## src/rtl/spi_bmp_pkg.sv

```systemverilog
// spi_bmp_pkg: shared state encoding and BMP280 constants for the SPI master.
// SPI_CS_GUARD_EN enables the CS_SETUP/CS_HOLD guard states in spi_bmp_master.
package spi_bmp_pkg;

   typedef enum logic [2:0] {
      IDLE,
      CS_SETUP,
      ADDR,
      DATA,
      CS_HOLD,
      STOP
   } state_t;

   localparam logic BMP_RD_BIT = 1'b1;
   localparam logic BMP_WR_BIT = 1'b0;

   localparam logic [6:0] BMP_ID_ADDR         = 7'h50;
   localparam logic [6:0] BMP_CTRL_MEAS_ADDR  = 7'h74;
   localparam logic [6:0] BMP_DATA_START_ADDR = 7'h77;

endpackage

```

## src/rtl/spi_edge_det.sv

```systemverilog
// spi_edge_det: registers the divided SPI clock and produces one-clk
// rise/fall pulses for the transaction engine.
module spi_edge_det (
   input  logic clk,
   input  logic reset_n,
   input  logic s_clk,
   output logic rise,
   output logic fall
);

   logic s_clk_q;

   // one-cycle delayed copy of s_clk for edge comparison
   always_ff @(posedge clk) begin
      if (!reset_n) s_clk_q <= 1'b0;
      else          s_clk_q <= s_clk;
   end

   assign rise = s_clk & ~s_clk_q;
   assign fall = ~s_clk & s_clk_q;

endmodule

```

## src/rtl/spi_bmp_master.sv

```systemverilog
// spi_bmp_master: SPI mode-0 engine for the BMP280 (one write or burst read).
// Define SPI_CS_GUARD_EN to add CS_GUARD-cycle cs_n setup/hold guard states.
module spi_bmp_master
   import spi_bmp_pkg::*;
#(
   parameter int MAX_BYTES = 6,
   parameter int NB_W      = 3,
   parameter int CS_GUARD  = 4
) (
   input  logic            clk,
   input  logic            reset_n,
   input  logic            start,
   input  logic            rw,
   input  logic [6:0]      addr,
   input  logic [7:0]      wr_data,
   input  logic [NB_W-1:0] n_bytes,
   output logic            busy,
   output logic            done,
   output logic [7:0]      rd_data,
   output logic            rd_valid,
   output logic            enable_div,
   input  logic            s_clk,
   output logic            sclk,
   output logic            cs_n,
   output logic            mosi,
   input  logic            miso
);

   state_t            state;
   logic              rd_mode;
   logic [15:0]       tx_sr;
   logic [6:0]        rx_sr;
   logic [2:0]        bit_cnt;
   logic [NB_W-1:0]   bytes_left;
   logic [NB_W-1:0]   start_cnt;
   logic              rise;
   logic              fall;

`ifdef SPI_CS_GUARD_EN
   localparam int GW = (CS_GUARD > 1) ? $clog2(CS_GUARD) : 1;
   logic [GW-1:0]     guard_cnt;
`endif

   assign sclk = s_clk;

   spi_edge_det u_edge (
      .clk     (clk),
      .reset_n (reset_n),
      .s_clk   (s_clk),
      .rise    (rise),
      .fall    (fall)
   );

   // byte count to latch: writes carry one byte, bad read lengths clamp
   always_comb begin
      start_cnt = n_bytes;
      if (rw != BMP_RD_BIT)
         start_cnt = NB_W'(1);
      else if (n_bytes == '0 || n_bytes > NB_W'(MAX_BYTES))
         start_cnt = NB_W'(MAX_BYTES);
   end

   // transaction FSM with command/data shifters and registered outputs
   always_ff @(posedge clk) begin
      if (!reset_n) begin
         state      <= IDLE;
         busy       <= 1'b0;
         done       <= 1'b0;
         rd_valid   <= 1'b0;
         rd_data    <= 8'h00;
         enable_div <= 1'b0;
         cs_n       <= 1'b1;
         mosi       <= 1'b0;
         rd_mode    <= 1'b0;
         tx_sr      <= '0;
         rx_sr      <= '0;
         bit_cnt    <= '0;
         bytes_left <= '0;
`ifdef SPI_CS_GUARD_EN
         guard_cnt  <= '0;
`endif
      end else begin
         done     <= 1'b0;
         rd_valid <= 1'b0;
         unique case (state)
            IDLE: begin
               if (start) begin
                  rd_mode    <= (rw == BMP_RD_BIT);
                  // address bits after the r/w bit, then the data byte
                  tx_sr      <= {addr,
                                 (rw == BMP_RD_BIT) ? 8'h00 : wr_data,
                                 1'b0};
                  bytes_left <= start_cnt;
                  bit_cnt    <= '0;
                  cs_n       <= 1'b0;
                  mosi       <= rw;
                  busy       <= 1'b1;
`ifdef SPI_CS_GUARD_EN
                  guard_cnt  <= GW'(CS_GUARD - 1);
                  state      <= CS_SETUP;
`else
                  enable_div <= 1'b1;
                  state      <= ADDR;
`endif
               end
            end
`ifdef SPI_CS_GUARD_EN
            CS_SETUP: begin
               if (guard_cnt == '0) begin
                  enable_div <= 1'b1;
                  state      <= ADDR;
               end else begin
                  guard_cnt <= guard_cnt - 1'b1;
               end
            end
`endif
            ADDR: begin
               if (rise) begin
                  bit_cnt <= bit_cnt + 1'b1;
                  if (bit_cnt == 3'd7) state <= DATA;
               end
               if (fall) begin
                  mosi  <= tx_sr[15];
                  tx_sr <= {tx_sr[14:0], 1'b0};
               end
            end
            DATA: begin
               if (rise) begin
                  rx_sr   <= {rx_sr[5:0], miso};
                  bit_cnt <= bit_cnt + 1'b1;
                  if (bit_cnt == 3'd7) begin
                     bytes_left <= bytes_left - 1'b1;
                     if (rd_mode) begin
                        rd_data  <= {rx_sr, miso};
                        rd_valid <= 1'b1;
                     end
                  end
               end
               if (fall) begin
                  if (bytes_left == '0) begin
                     enable_div <= 1'b0;
                     mosi       <= 1'b0;
`ifdef SPI_CS_GUARD_EN
                     guard_cnt  <= GW'(CS_GUARD - 1);
                     state      <= CS_HOLD;
`else
                     cs_n       <= 1'b1;
                     state      <= STOP;
`endif
                  end else begin
                     mosi  <= tx_sr[15];
                     tx_sr <= {tx_sr[14:0], 1'b0};
                  end
               end
            end
`ifdef SPI_CS_GUARD_EN
            CS_HOLD: begin
               if (guard_cnt == '0) begin
                  cs_n  <= 1'b1;
                  state <= STOP;
               end else begin
                  guard_cnt <= guard_cnt - 1'b1;
               end
            end
`endif
            STOP: begin
               done  <= 1'b1;
               busy  <= 1'b0;
               state <= IDLE;
            end
            default: state <= IDLE;
         endcase
      end
   end

endmodule

```

## config.mk

```make
export PLATFORM = sky130hd
export DESIGN_NAME = spi_bmp_master
export DESIGN_NICKNAME = d
export VERILOG_FILES = /design/src/rtl/spi_bmp_pkg.sv /design/src/rtl/spi_edge_det.sv /design/src/rtl/spi_bmp_master.sv
export SDC_FILE = /design/constraint.sdc
export NUM_CORES = 1
export LEC_CHECK = 0
export ABC_AREA = 1
export BUFFER_PORTS_ARGS = -buffer_cell sky130_fd_sc_hd__buf_2
export CORE_ASPECT_RATIO = 1.75
export CORE_MARGIN = 2
export CORE_UTILIZATION = 30
export CTS_BUF_LIST = sky130_fd_sc_hd__clkbuf_4
export DETAILED_ROUTE_END_ITERATION = 10
export GPL_ROUTABILITY_DRIVEN = 0
export GPL_TIMING_DRIVEN = 1
export PLACE_DENSITY = 0.56
export SETUP_SLACK_MARGIN = 0.1
export SLEW_MARGIN = 20
export SYNTH_ARGS = -nofsm -noshare
export SYNTH_HDL_FRONTEND = slang
export SYNTH_HIERARCHICAL = 1
export SYNTH_SLANG_ARGS = --single-unit
```

## constraint.sdc

```tcl
create_clock -name clk -period 1.36 [get_ports clk]
set_input_delay 0 -clock clk [delete_from_list [all_inputs] [get_ports clk]]
set_output_delay 0 -clock clk [all_outputs]
set_load 0.02 [all_outputs]
```

==> metrics.md <==
| Metric | Value |
|---|---|
| Launching element of the worst setup path | `state[0]$_SDFFE_PN0P_` |
| Kind of path behind the tightest hold check | `input pin to flip-flop` |
| Cell-by-cell trace of the critical path | `buf_6 -> a21oi_2 -> nand2_4 -> nor2_2 -> nand3_1 -> nand2_1 -> nor2_1` |
| Number of maximum-capacitance violations | `0` |
| Synthesized area | `approximately 2300 µm²` |
| Number of hold-slack violations in the final timing report | `0` |
| Area leader, netlist | `dfxtp_1` |
| Worst-case hold slack | `0.01760 ns` |
| Pins over their slew limit | `0` |
| Initial antenna violation count | `0` |
| Count of filler cells inserted in the layout | `760` |
| WL final | `about 5900 µm` |
| Type of element capturing the critical path | `flip-flop` |
| Post-Syn Nets | `roughly 360` |
| Critical Path RT | `roughly 1.7 ns` |
| Number of sinks handled by clock tree synthesis | `47` |
| Root buf cell | `clkbuf_4` |
| Count of warnings emitted by yosys | `6` |
| Run status | `complete, but fails checks` |
| Final #Nets | `around 450` |
| Vias | `~2,300` |
| Xor and xnor area share after synthesis | `0%` |
| Largest net degree at the start of global routing | `21` |
| First-pass GRT wire length | `a little under 10,000 µm` |
| Worst slew margin relative to its limit | `68.34%` |
| Clock tree from TritonCTS | `built` |
| Largest stage delay on the critical path | `about 0.40 ns` |
| Pre-Repair DR Iteration Count | `4` |
| Floorplan row count | `42` |
| Num ports | `39` |
| Number of diodes added for antenna fixing | `0` |
| Slew at the pin closest to its max-slew limit | `around 0.47 ns` |
| Critical path data arrival time | `between 1.5 and 2 ns` |
| CTS buffer count | `5` |
| Compound-cell area share of the yosys netlist | `a little over a tenth` |
| Max Clk Rate | `slightly above 700 MHz` |
| Combined buffer and inverter count along the critical path | `1` |
| Power density over the cells | `just under 1000 nW/µm²` |
| Die width | `approximately 70 µm` |
| Placed instance area | `2730 µm²` |
| Clk pin slew, worst setup/hold paths | `~0.16 ns` |
| Count of unique library cells instantiated by Yosys | `26` |
| Final critical-path required period | `between 1 and 1.5 ns` |
| Max Root-Sink Buffers | `2` |
| Sort of element at the start of the critical path | `flip-flop` |
| Instance count after placement with tap cells included | `about 470` |
| Standard cell core area | `approximately 7500 µm²` |
| Number of standard cells in the final layout excluding fillers | `between 500 and 600` |
| Number of vias per cell after detailed routing | `4.508` |
| Residual DRC count | `0` |
| Critical hold path startpoint | `start` |
| Chip Height | `119.0 µm` |
| Iteration-0 DRC count of the detailed router | `96` |
| Mux cell area share after synthesis | `0%` |
| RSZ-0062 raised after global routing | `true` |
| Proportion of netlist area held by the largest area contributor | `41.48%` |
| Pwr Total | `between 0.003 and 0.004 W` |
| Relative area change from synthesis to final layout | `45.50%` |
| Final setup fails | `15` |
| Adder-Cell Fraction of Synth Area | `2.206%` |
| Clk Latency, worst-skew pair | `roughly 0.39 ns` |
| Number of global-route vias before repair | `2,114` |
| Largest fanout on the critical path | `5` |
| Sequential fraction of the synthesis area | `between 40 and 50%` |
| Fraction of layout instances using a drive strength above 1 | `31.67%` |
| Synth top area cells | `dfxtp_1 (41%), nand2_1 (15%), nor2_1 (8.4%), inv_1 (7.1%), nand3_1 (6.8%)` |
| Post-Route Skew | `roughly 0.017 ns` |
| Family with the most delay on the worst path | `simple AND/OR/NAND/NOR gates` |
| Simple-gate portion of the synthesized area | `34.31%` |
| Final setup slack of the worst path | `-0.05034 ns` |
| Combinational family with the most area after synthesis | `simple AND/OR/NAND/NOR gates` |
| Static Leakage | `1.646 nW` |
| Area of the die | `slightly above 8000 µm²` |
| Total non-filler cell area in the finished layout | `3301 µm²` |
| Category of the most critical setup path | `flip-flop to flip-flop` |
| DPL Wire Length | `about 3900 µm` |
| Crit share post-route | `103.7%` |
| Worst reg2reg path startpoint | `state[0]$_SDFFE_PN0P_` |
| Number of levels in the clock H-tree | `2` |
| Count of buffers from port buffering | `38` |
| Violated checks | `negative setup slack` |
| Residual overflow from global routing | `0` |
| Global Route Usage Sum | `around 14%` |
| Slowest cell on the critical path | `dfxtp_4` |
| Average routed wire per standard cell | `11.59 µm` |
| Seq cells post-synth | `47` |
| Peak ir drop on the vdd network | `roughly 0.70 mV` |
| Number of nets with antenna violations after routing | `0` |
| Initial Utilization | `30.40%` |
| Cell count after synthesis | `roughly 340` |
| Mean area per synthesized cell | `6.751 µm²` |
==> layer usage <==
layer / share of wire [%] / vias to the layer above / wire length, µm / global-route usage [%]
li1: - / 1225 / - / -
met1: 40 / 1025 / 2373 / 14.92
met2: 55 / 34 / 3222 / 28.00
met3: 3.7 / 6 / 215 / 2.623
met4: 1.3 / 0 / 75 / 3.606
met5: 0 / - / 0 / 0
==> tightest hold or removal path, delay by kind of cell <==
kind | cells | cell delay [ns]
AND/OR/NAND/NOR | 1 | 0.10
buffers and inverters | 2 | 0.23
AO/OA/AOI/OAI | 1 | 0.05
==> cell type report <==
class	instances	area (µm²)	area share, %
inverter	46	190.2	5.762
sequential	47	955.9	28.96
timing repair buffer	84	625.6	18.95
clock buffer	5	37.54	1.137
clock inverter	3	26.28	0.7961
multi-input combinational	235	1355	41.05
tap	88	110.1	3.336
==> Yosys cell counts, drive strengths merged <==
master,instances
nand2,91
nor2,55
dfxtp,47
inv,46
nand3,34
o21ai,22
a21oi,18
buf,7
clkbuf,5
ha,4
o22ai,2
nand4,1
nor3,1
o2111a,1
o211ai,1
o21a,1
==> stage by stage <==
| step | TNS, ns | utilization (%) | worst slack, ns |
|---|---|---|---|
| 2_1_floorplan | 0 | - | 0.05825 |
| 3_3_place_gp | -0.2358 | 36.59 | -0.04105 |
| 3_5_place_dp | -0.4890 | 36.59 | -0.07044 |
| 4_1_cts | -0.03812 | 42.24 | -0.009186 |
| 5_1_grt | -2.171 | 44.23 | -0.1192 |
| 6_report | -0.3091 | 44.23 | -0.05034 |
==> flip-flops by register name, indices dropped and copies added, names as in the netlist <==
signal / count
bit_cnt: 3
busy: 1
bytes_left: 3
cs_n: 1
done: 1
enable_div: 1
mosi: 1
rd_data: 8
rd_mode: 1
rd_valid: 1
rx_sr: 7
state: 3
tx_sr: 15
u_edge/s_clk_q: 1
==> cell families (layout without fill, tap and decap cells) <==
logic type	after synthesis	in the layout
AOI/OAI and AO/OA	45	45
adders and majority gates	4	4
buffers and inverters	58	138
DFF	47	47
and+or+nand+nor	182	186
==> layout by cell type, fill, tap and decap left out, drive strengths merged, types with 5 or more instances in the layout <==
cell type and n:
a21oi 18, buf 71, clkbuf 5, dfxtp 47, dlygate4sd3 13, inv 49
nand2 91, nand3 37, nor2 56, o21ai 22
==> report_power, final <==
group	total [W]	internal (W)	switching, W
sequential	0.00153	0.00149	0.0000486
combinational	0.000962	0.000405	0.000557
clock	0.000747	0.000223	0.000524
total	0.00324	0.00211	0.00113
==> repair_timing <==
item / CTS / global route
gates resized for setup: 38 / 34
cloned: 3 / 1
pin swaps: 15 / 16
hold endpoints to repair: 24 / 0
hold buffers: 13 / 0
setup buffers: 8 / 4
endpoints found under the setup margin: 37 / 44
==> final timing paths <==
path | endpoint | slack, ns | cells past startpoint
worst max-delay path | tx_sr[5]$_SDFFE_PN0P_ | -0.05 | 7
worst min-delay path | enable_div$_SDFFE_PN0P_ | 0.02 | 4
worst max register to register | tx_sr[5]$_SDFFE_PN0P_ | -0.05 | 7
worst min register to register | rx_sr[6]$_SDFFE_PN0P_ | 0.47 | 2
No activity file was read; power rests on OpenSTA's default activity.
